**src/rtl/uart_rx.sv**
```systemverilog
// UART 8E1 receiver: 2-flop synchroniser, centre sampling, parity/stop checking, clean-byte LED.
// Optional RX_MAJORITY_EN: 2-of-3 majority vote over the last three synchronised samples.
module uart_rx #(
  parameter int BAUD_RATE    = 9600,
  parameter int CLK_FREQ     = 100_000_000,
  parameter int CLKS_PER_BIT = CLK_FREQ / BAUD_RATE,
  parameter int LED_HOLD     = 5_000_000
) (
  input  logic       clk,
  input  logic       rst,
  input  logic       rx,
  output logic [7:0] data_out,
  output logic       rx_valid,
  output logic       rx_busy,
  output logic       parity_err,
  output logic       frame_err,
  output logic       led
);

  localparam int          LED_W     = $clog2(LED_HOLD + 1);
  localparam logic [13:0] BIT_LAST  = 14'(CLKS_PER_BIT - 1);
  localparam logic [13:0] HALF_LAST = 14'(CLKS_PER_BIT / 2 - 1);

  typedef enum logic [2:0] {IDLE, START, DATA, PARITY, STOP, BRK} state_t;

  state_t             state, state_n;
  logic               rx_m, rx_s, sample;
  logic [13:0]        clk_count, cnt_n;
  logic [2:0]         bit_index, idx_n;
  logic [7:0]         shift_reg, shift_n, data_n;
  logic               par_bit, par_n, perr_n, ferr_n, valid_n;
  logic [LED_W-1:0]   led_counter, led_n;

  // Both flops idle high so leaving reset never looks like a start bit.
  always_ff @(posedge clk) begin
    if (rst) begin
      rx_m <= 1'b1;
      rx_s <= 1'b1;
    end else begin
      rx_m <= rx;
      rx_s <= rx_m;
    end
  end

`ifdef RX_MAJORITY_EN
  logic rx_d1, rx_d2;

  always_ff @(posedge clk) begin
    if (rst) begin
      rx_d1 <= 1'b1;
      rx_d2 <= 1'b1;
    end else begin
      rx_d1 <= rx_s;
      rx_d2 <= rx_d1;
    end
  end

  assign sample = (rx_s & rx_d1) | (rx_s & rx_d2) | (rx_d1 & rx_d2);
`else
  assign sample = rx_s;
`endif

  always_ff @(posedge clk) begin
    if (rst) begin
      state       <= IDLE;
      clk_count   <= '0;
      bit_index   <= '0;
      shift_reg   <= '0;
      par_bit     <= 1'b0;
      data_out    <= '0;
      parity_err  <= 1'b0;
      frame_err   <= 1'b0;
      rx_valid    <= 1'b0;
      led_counter <= '0;
    end else begin
      state       <= state_n;
      clk_count   <= cnt_n;
      bit_index   <= idx_n;
      shift_reg   <= shift_n;
      par_bit     <= par_n;
      data_out    <= data_n;
      parity_err  <= perr_n;
      frame_err   <= ferr_n;
      rx_valid    <= valid_n;
      led_counter <= led_n;
    end
  end

  always_comb begin
    state_n = state;
    cnt_n   = clk_count + 14'd1;
    idx_n   = bit_index;
    shift_n = shift_reg;
    par_n   = par_bit;
    data_n  = data_out;
    perr_n  = parity_err;
    ferr_n  = frame_err;
    valid_n = 1'b0;
    led_n   = (led_counter != '0) ? led_counter - LED_W'(1) : '0;
    case (state)
      IDLE: begin
        cnt_n = '0;
        if (!rx_s) state_n = START;
      end
      START: begin
        // A start edge that is gone by mid-bit is treated as line noise.
        if (clk_count == HALF_LAST) begin
          cnt_n = '0;
          if (!sample) begin
            state_n = DATA;
            idx_n   = '0;
          end else begin
            state_n = IDLE;
          end
        end
      end
      DATA: begin
        if (clk_count == BIT_LAST) begin
          cnt_n              = '0;
          shift_n[bit_index] = sample;
          idx_n              = bit_index + 3'd1;
          if (bit_index == 3'd7) state_n = PARITY;
        end
      end
      PARITY: begin
        if (clk_count == BIT_LAST) begin
          cnt_n   = '0;
          par_n   = sample;
          state_n = STOP;
        end
      end
      STOP: begin
        // Leaving at the stop-bit centre lets a back-to-back start be caught.
        if (clk_count == BIT_LAST) begin
          cnt_n   = '0;
          data_n  = shift_reg;
          perr_n  = (^shift_reg) ^ par_bit;
          ferr_n  = ~sample;
          valid_n = 1'b1;
          state_n = sample ? IDLE : BRK;
          if (sample && !((^shift_reg) ^ par_bit)) led_n = LED_W'(LED_HOLD);
        end
      end
      BRK: begin
        cnt_n = '0;
        if (rx_s) state_n = IDLE;
      end
      default: begin
        state_n = IDLE;
        cnt_n   = '0;
      end
    endcase
  end

  assign rx_busy = (state != IDLE);
  assign led     = (led_counter != '0);

endmodule

```
**config.mk**
```make
export PLATFORM = sky130hd
export DESIGN_NAME = uart_rx
export DESIGN_NICKNAME = d
export VERILOG_FILES = /design/src/rtl/uart_rx.sv
export SDC_FILE = /design/constraint.sdc
export NUM_CORES = 1
export LEC_CHECK = 0
export ABC_AREA = 1
export CAP_MARGIN = 10
export CORE_MARGIN = 2
export CORE_UTILIZATION = 43
export CTS_BUF_LIST = sky130_fd_sc_hd__clkbuf_16
export CTS_CLUSTER_DIAMETER = 50
export DETAILED_ROUTE_END_ITERATION = 7
export HOLD_SLACK_MARGIN = 0.15
export SKIP_CTS_REPAIR_TIMING = 1
export SLEW_MARGIN = 25
export SYNTH_ARGS = -nofsm -noshare
export SYNTH_HDL_FRONTEND = slang
export SYNTH_SLANG_ARGS = --single-unit
```
**constraint.sdc**
```tcl
create_clock -name clk -period 4.4 [get_ports clk]
set_input_delay 1.1 -clock clk [delete_from_list [all_inputs] [get_ports clk]]
set_output_delay 1.1 -clock clk [all_outputs]
set_load 0.02 [all_outputs]
```
; Yosys cells after proc, flatten, opt, wreduce, memory -nomap -nowiden
; Cells that the tools add are included.
; Widths: inputs -> output; s select.
[classes]
reduce_logical = 15
n_addsub = 3
muxes = 25
magnitude_cmp = 2
bitwise_logic = 3
n_eq_ne = 16
[op_table]
columns = cell, n
row1 = $mux 23, 4
row2 = $mux 3, 11
row3 = $mux 14, 2
row4 = $pmux 14 s2, 1
row5 = $reduce_bool 23->1, 1
row6 = $sub 23x1->23 const B, 1
row7 = $pmux 3 s6, 1
row8 = $ne 2x2->1 const B, 8
row9 = $add 14x1->14 const B, 1
row10 = $eq 14x13->1 const B, 1
row11 = $eq 14x14->1 const B, 1
row12 = $eq 3x3->1 const B, 3
row13 = $bwmux 8, 1
row14 = $reduce_xor 8->1, 1
row15 = $reduce_and 7->1, 1
row16 = $eq 3x2->1 const B, 2
row17 = $pmux 3 s2, 1
row18 = $reduce_and 2->1, 3
row19 = $lt 3x4->1 const B, 1
row20 = $reduce_and 4->1, 1
row21 = $add 3x1->3 const B, 1
row22 = $demux 1 s3, 1
row23 = $eq 3x1->1 const B, 1
row24 = $ge 3x1->1 const B, 1
row25 = 11 further kinds, 14
[totals]
reg_bits = 65
elab_cells = 76

; Logic depth before layout (Yosys ltp)
; Gate-level depths: netlist of the first run.
[depth]
depth_word = 7
ltp_mapped = 13

; Worst setup path before layout of the first run
; No wires, ideal clock.
[synth_path]
path_kind = reg-to-output
startpoint = register led_counter[0]
endpoint = output port led
required_time_ps = 3300
path_stages_with_launch = 8
setup_slack_ps = 2025
path_buffers = 0
arrival_time_ps = 1275
cell_sequence = dfxtp_1 inv_1 ha_1 inv_1 nor2_4 nand3_1 nor3_1 nand4_1
[synth_via]
elab_chain_len = 1
[synth_lines]
columns = item, line
row1 = start: declaration, 32  ; logic [LED_W-1:0] led_counter, led_n;
row2 = start signal: assignment, 85  ; led_counter <= led_n;
row3 = $reduce_bool 23->1, 156  ; assign led = (led_counter != '0);
row4 = end: declaration, 17  ; output logic led
; No other way between the ends.

; Worst setup path in the final report of the first run
; Same ends and word-level chain as after synthesis.

==> results of run 1 <==
[per-stage QoR]
step / total power (W) / util, % / worst slack (ns)
2_1_floorplan: 0.000888 / - / 2.03
3_3_place_gp: 0.000964 / 47.0 / 1.54
3_5_place_dp: 0.000963 / 47.0 / 1.49
4_1_cts: 0.00158 / 50.4 / 1.14
5_1_grt: 0.00166 / 50.4 / 0.995
6_report: 0.00157 / 50.4 / 1.15
[worst reg2reg max path: cells and delay by family, from the launching register on]
kind	cells	cell delay [ns]
AND/OR/NAND/NOR	8	1.08
flip-flops	1	0.35
adder cells (fa/ha/maj)	1	0.21
buffers and inverters	1	0.06
[metal layers]
| layer | GRT usage [%] | wire [microns] |
|---|---|---|
| met5 | 0 | 0 |
| met4 | 8.71 | 96 |
| met3 | 2.96 | 238 |
| met2 | 27.0 | 2990 |
| met1 | 22.2 | 3400 |
[final timing paths]
path,startpoint,to,slack [ns],cells past startpoint
hold reg to reg,rx_m,rx_s,0.40,1
setup / recovery,led_counter[0],led,1.15,8
setup reg to reg,clk_count[0],clk_count[7],2.59,10
hold / removal,rx_m,rx_s,0.40,1
[area by class of cell]
| class | instances | area (sq um) | share of cell area, % |
|---|---|---|---|
| clock buffer | 9 | 225 | 5.88 |
| clock inverter | 7 | 31.3 | 0.816 |
| inverter | 61 | 229 | 5.97 |
| multi-input combinational | 348 | 1760 | 45.9 |
| sequential | 65 | 1300 | 34.0 |
| tap | 102 | 128 | 3.33 |
| timing repair buffer | 16 | 158 | 4.11 |
[cells in the mapped netlist (all sizes together)]
| cell type | n | area share, % |
|---|---|---|
| nor4 | 2 | 0.38 |
| xor2 | 14 | 3.7 |
| o22ai | 2 | 0.38 |
| nor2 | 99 | 13 |
| ha | 4 | 1.5 |
| xnor2 | 8 | 2.1 |
| nor3 | 15 | 2.9 |
| nand4 | 13 | 2.4 |
| o21ai | 14 | 2.1 |
| inv | 61 | 6.9 |
| clkbuf | 3 | 0.34 |
| or2 | 4 | 0.75 |
| nand3b | 1 | 0.60 |
| dfxtp | 65 | 39 |
| buf | 3 | 0.98 |
| o21a | 1 | 0.23 |
| nand3 | 40 | 6.3 |
| nand2 | 115 | 14 |
| a31oi | 1 | 0.19 |
| a21oi | 15 | 2.3 |
[power groups by stage]
stage | Combinational, W | Sequential [W] | Clock (W)
after floorplan | 0.000242 | 0.000646 | 0
after global placement | 0.000310 | 0.000653 | 0
after detailed placement | 0.000310 | 0.000653 | 0
after CTS | 0.000313 | 0.000641 | 0.000630
after global routing | 0.000368 | 0.000645 | 0.000649
final | 0.000313 | 0.000641 | 0.000614
[kinds of logic after synthesis]
kind of cell / Yosys count
flip-flops: 65
XOR/XNOR: 22
adder cells (fa/ha/maj): 4
AND/OR/NAND/NOR: 289
buffers and inverters: 67
AO/OA/AOI/OAI: 33
==> flow_metrics.env, run 1 <==
export IMPL_start_kind="flip-flop"
export IMPL_fp_dieW_microns=92.1
export IMPL_slowest_delay_ns=0.55
export IMPL_largest_register_ffs=23
export IMPL_h_tree_depth=3
export IMPL_arrival_ns=2.15
export IMPL_dpl_cell_area_sq_mm=0.00358
export IMPL_rsz0062_at_grt="false"
export IMPL_synth_compound_area_share_pct=5.14
export IMPL_cts_tree="yes"
export IMPL_hp_class="flip-flop to flip-flop"
export IMPL_fp_row_count=32
export IMPL_crit_fanout=4
export IMPL_required_ns=3.30
export IMPL_core_area_sq_mm=0.00761
export IMPL_outcome="complete, no violations"
export IMPL_synth_cell_types=30
export IMPL_final_fill_count=763
export IMPL_via_per_inst=4.73
export IMPL_setup_viol=0
export IMPL_synth_cells=480
export IMPL_finalWeightedCongestion=0.870
export IMPL_avgRoutedWirePerCell_microns=11.0
export IMPL_grt_overflow_total=0
export IMPL_synth_xor_area_share_pct=5.78
export IMPL_cts_sinks=65
export IMPL_fin_crit_sh_pct=73.8
export IMPL_hold_slack_ns=0.403
export IMPL_drtIter0Drc=107
export IMPL_numCtsBuffers=9
export IMPL_slew_limit_headroom_pct=62.0
export IMPL_portBuffers=15
export IMPL_drcViolationCount=0
export IMPL_hold_viol=0
export IMPL_synth_top_family_by_area="simple AND/OR/NAND/NOR gates"
export IMPL_clk_latency_ns=0.33
export IMPL_syn_num_nets=487
export IMPL_p_int_w=0.00109
export IMPL_seq_power_share_pct=40.9
export IMPL_pwr_share_comb_pct=20.0
export IMPL_fmax_mhz=308
export IMPL_syn_area_per_cell_sq_um=6.95
export IMPL_drive_gt1_share_pct=11.3
export IMPL_clkPwrFrac_pct=39.2
export IMPL_num_vias=2877
export IMPL_cts_root_buf="clkbuf_16"
export IMPL_p_sw_w=0.000483
export IMPL_reg_top3="led_counter (23), clk_count (14)"
export IMPL_ir_drop_mv=0.339
export IMPL_crit_path_end_kind="primary output"
export IMPL_die_area_sq_mm=0.00848
export IMPL_synthToLayoutAreaGrowth_pct=14.9
export IMPL_ant_nets=0
export IMPL_crit_buf_inv=3
export IMPL_nets=508
export IMPL_path_cells="inv_1, ha_1, inv_1, nor2_4, nand3_1, nor3_1, nand4_1, clkdlybuf4s50_1"
export IMPL_path_class="flip-flop to primary output"
export IMPL_antenna_found_initial=0
export IMPL_finalSetupTns_ns=0
export IMPL_ys_seq_area_share_pct=39.0
export IMPL_start_util_pct=43.8
export IMPL_placed_cells=592
export IMPL_crit_top_cell="inv_1"
export IMPL_synth_adder_area_share_pct=1.50
export IMPL_critical_path_top_delay_family="buffers and inverters"
export IMPL_grt_usage_pct=17.0
export IMPL_synthMuxAreaShare_pct=0
export IMPL_stdcell_count=608
export IMPL_power_leakage_nw=1.85
export IMPL_switching_share_pct=30.8
export IMPL_layout_commonest_cell="nand2_1"
export IMPL_syn_area_sq_mm=0.00333
export IMPL_fin_skew_ns=0.00667
export IMPL_first_pass_iters=4
export IMPL_final_cell_mix="nand2_1, nor2_1, dfxtp_1"
export IMPL_worst_slew_pin_slew_ns=0.564
export IMPL_final_area_sq_mm=0.00383
export IMPL_clk_pin_slew_ns=0.05
export IMPL_top_register="led_counter"
export IMPL_cts_buffer_depth=2
export IMPL_drv_cap=0
export IMPL_first_global_vias=2706
export IMPL_fin_crit_ns=3.25
export IMPL_fp_dieH_microns=92.1
export IMPL_synthSimpleGateAreaFrac_pct=40.4
export IMPL_ys_warnings_count=0
export IMPL_slowest_stage="clkdlybuf4s50_1"
export IMPL_ys_ff_latch=65
export IMPL_diodes=0
export IMPL_powerDensity_mw_per_mm2=409
export IMPL_hpwl_microns=4870
export IMPL_slew_viol_final=0
export IMPL_num_io_pins=16
export IMPL_wl_microns=6720
export IMPL_grt_pass1_wl_microns=11700
export IMPL_grt_max_degree=20
No activity file was read; power rests on OpenSTA's default activity.
==> run 2, diff against run 1 <==
==> constraint.sdc (replaced) <==
create_clock -name clk -period 3 [get_ports clk]
set_input_delay 0.75 -clock clk [delete_from_list [all_inputs] [get_ports clk]]
set_output_delay 0.75 -clock clk [all_outputs]
set_load 0.02 [all_outputs]
==> run 2 against run 1 <==
Net effect:
- final area up 0.20%
- critical endpoint unchanged
- highest routed layer unchanged
- utilization increased by 0.099 points
- clock power up 45%
- critical path type unchanged
- first-iteration DRC count increased by 6.5%
- register-to-register slack got worse by 1.5 ns
- via count increased by 0.94%
==> flow_metrics.env, run 2 (synthesis results as in run 1) <==
export IMPL_outcome="complete, no violations"
export IMPL_slew_limit_headroom_pct=65.0
export IMPL_powerDensity_mw_per_mm2=596
export IMPL_cts_tree="yes"
export IMPL_required_ns=2.25
export IMPL_drtIter0Drc=114
export IMPL_setup_viol=0
export IMPL_core_area_sq_mm=0.00761
export IMPL_diodes=0
export IMPL_drcViolationCount=0
export IMPL_num_io_pins=16
export IMPL_grt_overflow_total=0
export IMPL_antenna_found_initial=0
export IMPL_fin_skew_ns=0.00960
export IMPL_cts_sinks=65
export IMPL_slowest_stage="dfxtp_1"
export IMPL_synthToLayoutAreaGrowth_pct=15.2
export IMPL_switching_share_pct=30.6
export IMPL_cts_root_buf="clkbuf_16"
export IMPL_h_tree_depth=3
export IMPL_cts_buffer_depth=2
export IMPL_start_kind="flip-flop"
export IMPL_clk_latency_ns=0.32
export IMPL_via_per_inst=4.78
export IMPL_crit_fanout=4
export IMPL_rsz0062_at_grt="false"
export IMPL_ant_nets=0
export IMPL_numCtsBuffers=9
export IMPL_first_global_vias=2758
export IMPL_finalSetupTns_ns=0
export IMPL_wl_microns=6670
export IMPL_grt_usage_pct=17.5
export IMPL_crit_path_end_kind="primary output"
export IMPL_layout_commonest_cell="nand2_1"
export IMPL_drive_gt1_share_pct=11.3
export IMPL_slowest_delay_ns=0.30
export IMPL_first_pass_iters=4
export IMPL_clkPwrFrac_pct=38.8
export IMPL_reg_top3="led_counter (23), clk_count (14)"
export IMPL_pwr_share_comb_pct=20.1
export IMPL_path_cells="inv_1, ha_1, inv_1, nor2_4, nand3_1, nor3_1, nand4_1, dlymetal6s2s_1"
export IMPL_drv_cap=0
export IMPL_p_sw_w=0.000700
export IMPL_start_util_pct=43.8
export IMPL_p_int_w=0.00159
export IMPL_fp_dieH_microns=92.1
export IMPL_hp_class="flip-flop to flip-flop"
export IMPL_fp_dieW_microns=92.1
export IMPL_nets=509
export IMPL_finalWeightedCongestion=0.848
export IMPL_largest_register_ffs=23
export IMPL_grt_pass1_wl_microns=11900
export IMPL_fin_crit_ns=2.51
export IMPL_clk_pin_slew_ns=0.05
export IMPL_top_register="led_counter"
export IMPL_grt_max_degree=29
export IMPL_fmax_mhz=398
export IMPL_final_cell_mix="nand2_1, nor2_1, dfxtp_1"
export IMPL_fin_crit_sh_pct=83.7
export IMPL_seq_power_share_pct=41.1
export IMPL_worst_slew_pin_slew_ns=0.519
export IMPL_num_vias=2904
export IMPL_portBuffers=15
export IMPL_hold_viol=0
export IMPL_hpwl_microns=4950
export IMPL_power_leakage_nw=1.87
export IMPL_path_class="flip-flop to primary output"
export IMPL_slew_viol_final=0
export IMPL_final_fill_count=773
export IMPL_die_area_sq_mm=0.00848
export IMPL_fp_row_count=32
export IMPL_finalPower_w=0.00229
export IMPL_crit_top_cell="inv_1"
export IMPL_arrival_ns=1.76
export IMPL_avgRoutedWirePerCell_microns=11.0
export IMPL_ir_drop_mv=0.342
-- run 2: changes by cell type in the layout (fill, tap and decap cells not counted), sizes merged --
cell and change:
inv -1, buf +1, dlymetal6s2s +1, clkdlybuf4s50 -1, clkinv -1, clkinvlp +1
-- run 2: power by group through the flow --
| stage | Clock (W) | Sequential (W) | Combinational (W) |
|---|---|---|---|
| 5_1_grt | 0.000955 | 0.000948 | 0.000530 |
| 3_5_place_dp | 0 | 0.000958 | 0.000461 |
| 3_3_place_gp | 0 | 0.000959 | 0.000459 |
| 4_1_cts | 0.000924 | 0.000940 | 0.000462 |
| 2_1_floorplan | 0 | 0.000947 | 0.000354 |
| 6_report | 0.000888 | 0.000942 | 0.000461 |
-- run 2: worst paths after layout --
kind,depth (start not counted),to,startpoint,slack (ns)
setup reg to reg,10,clk_count[8],clk_count[0],1.14
setup / recovery,8,led,led_counter[0],0.49
hold reg to reg,1,led_counter[0],led_counter[0],0.41
hold / removal,1,led_counter[0],led_counter[0],0.41
-- run 2: area by class of cell --
cell class | instances | area [sq um] | area share (%)
well taps | 102 | 128 | 3.32
inverters | 61 | 229 | 5.96
clock buffers | 9 | 225 | 5.87
clock inverters | 6 | 28.8 | 0.749
repair buffers | 17 | 168 | 4.37
multi-input cells | 348 | 1760 | 45.8
flip-flops and latches | 65 | 1300 | 33.9
-- run 2: worst max-delay path: cells and delay by family, from the launching register on --
kind | cells | cell delay (ns)
flip-flops | 1 | 0.30
adder cells (fa/ha/maj) | 1 | 0.18
buffers and inverters | 3 | 0.38
AND/OR/NAND/NOR | 4 | 0.56
-- run 2: per-layer routing --
layer	share of wire (%)	GRT usage [%]	vias to the layer above
met2	46	28.0	37
met3	3.3	5.18	12
met1	49	22.2	1302
li1	-	-	1553
met4	1.8	6.34	0
met5	0	0	-
-- run 2: stage by stage --
step	instances	cell area [sq um]	setup slack, ns	hold WS (ns)	util (%)
after floorplan	480	3330	0.975	0.389	-
after global placement	593	3580	0.481	0.401	47.1
after detailed placement	593	3580	0.473	0.399	47.1
after CTS	608	3840	0.121	0.412	50.4
after global routing	608	3840	0.313	0.422	50.5
final	608	3840	0.489	0.408	50.5
==> run 3, diff against run 2 <==
==> constraint.sdc (replaced) <==
create_clock -name clk -period 2.5 [get_ports clk]
set_input_delay 0.625 -clock clk [delete_from_list [all_inputs] [get_ports clk]]
set_output_delay 0.625 -clock clk [all_outputs]
set_load 0.02 [all_outputs]
==> run 3 against run 2 <==
Net effect:
- utilization is 0.23 points higher
- sequential share of layout area is 0.15 points lower
- clock-buffer cell count stayed put
- critical endpoint unchanged
- largest cell class unchanged
- largest power group unchanged
- highest routed layer unchanged
==> flow_metrics.env, run 3 (synthesis results as in run 1) <==
export IMPL_utilization_pct=50.7
export IMPL_drv_cap=0
export IMPL_slew_limit_headroom_pct=58.8
export IMPL_portBuffers=15
export IMPL_largest_register_ffs=23
export IMPL_required_ns=1.88
export IMPL_layout_commonest_cell="nand2_1"
export IMPL_path_cells="inv_1, ha_1, inv_1, nor2_4, nand3_1, nor3_1, nand4_1, dlymetal6s2s_1"
export IMPL_diodes=0
export IMPL_grt_max_degree=19
export IMPL_grt_overflow_total=0
export IMPL_first_global_vias=2783
export IMPL_setup_viol=0
export IMPL_drtIter0Drc=139
export IMPL_powerDensity_mw_per_mm2=716
export IMPL_clk_pin_slew_ns=0.05
export IMPL_via_per_inst=4.78
export IMPL_final_cell_mix="nand2_1, nor2_1, dfxtp_1"
export IMPL_crit_fanout=3
export IMPL_h_tree_depth=3
export IMPL_drive_gt1_share_pct=11.4
export IMPL_path_class="flip-flop to primary output"
export IMPL_min_from="rx_m"
export IMPL_fp_dieH_microns=92.1
export IMPL_avgRoutedWirePerCell_microns=11.2
export IMPL_finalWeightedCongestion=0.825
export IMPL_fp_dieW_microns=92.1
export IMPL_slew_viol_final=0
export IMPL_fmax_mhz=425
export IMPL_crit_top_cell="inv_1"
export IMPL_hold_slack_ns=0.410
export IMPL_antenna_found_initial=0
export IMPL_arrival_ns=1.73
export IMPL_ir_drop_mv=0.397
export IMPL_numCtsBuffers=9
export IMPL_rr_startpoint="clk_count[0]"
export IMPL_hold_viol=0
export IMPL_ant_nets=0
export IMPL_hp_class="flip-flop to flip-flop"
export IMPL_worst_slew_pin_slew_ns=0.612
export IMPL_placed_cells=595
export IMPL_reg_top3="led_counter (23), clk_count (14)"
export IMPL_outcome="complete, no violations"
export IMPL_cts_sinks=65
export IMPL_top_register="led_counter"
export IMPL_core_area_sq_mm=0.00761
export IMPL_cts_root_buf="clkbuf_16"
export IMPL_power_leakage_nw=1.88
export IMPL_first_pass_iters=4
export IMPL_setup_ws_ns=0.148
export IMPL_nets=511
export IMPL_num_io_pins=16
export IMPL_slowest_delay_ns=0.30
export IMPL_die_area_sq_mm=0.00848
export IMPL_fp_row_count=32
export IMPL_fin_skew_ns=0.00675
export IMPL_hpwl_microns=5010
export IMPL_fin_crit_sh_pct=94.1
export IMPL_slowest_stage="dfxtp_1"
export IMPL_crit_buf_inv=3
export IMPL_stdcell_count=611
export IMPL_grt_usage_pct=18.1
export IMPL_clk_latency_ns=0.32
export IMPL_post_place_ws_ns=0.141
export IMPL_grt_pass1_wl_microns=12400
export IMPL_critical_path_top_delay_family="simple AND/OR/NAND/NOR gates"
export IMPL_start_kind="flip-flop"
export IMPL_crit_path_end_kind="primary output"
export IMPL_drcViolationCount=0
export IMPL_fin_crit_ns=2.35
export IMPL_start_util_pct=43.8
export IMPL_cts_buffer_depth=2
export IMPL_rsz0062_at_grt="false"
export IMPL_wl_microns=6860
export IMPL_critPathLaunch="led_counter[0]"
export IMPL_num_vias=2923
export IMPL_synthToLayoutAreaGrowth_pct=15.7
export IMPL_cts_tree="yes"
run 3: cell types whose count changed in the layout (fill, tap and decap cells not counted), sizes merged:
cell / delta
buf: +2
inv: +1
run 3: per-stage QoR:
stage	power, W	cell area [sq um]	TNS, ns
final	0.00276	3860	0
after global routing	0.00293	3860	0
after CTS	0.00280	3850	-0.210
after detailed placement	0.00169	3600	0
after global placement	0.00170	3600	0
after floorplan	0.00156	3330	0
run 3: where the power goes:
group / internal (W) / switching, W
sequential: 0.00108 / 0.0000473
combinational: 0.000178 / 0.000370
clock: 0.000650 / 0.000435
total: 0.00191 / 0.000852
run 3: final cells by class:
class,count,area (sq um)
Fill cell,762,3750
Multi-Input combinational cell,348,1760
Sequential cell,65,1300
Inverter,61,229
Clock buffer,9,225
Timing Repair Buffer,19,183
Tap cell,102,128
Clock inverter,7,31.3
run 3: routing by layer:
metal	GRT usage [%]	routed length [microns]	share of wire, %
met5	0	0	0
met4	6.84	147	2.1
met3	5.26	252	3.7
met2	29.6	3140	46
met1	22.5	3320	48
run 3: final timing paths:
check,endpoint,slack [ns],cells after the start
max,led,0.15,8
min,rx_s,0.41,1
max reg2reg,clk_count[8],0.66,10
min reg2reg,rx_s,0.41,1
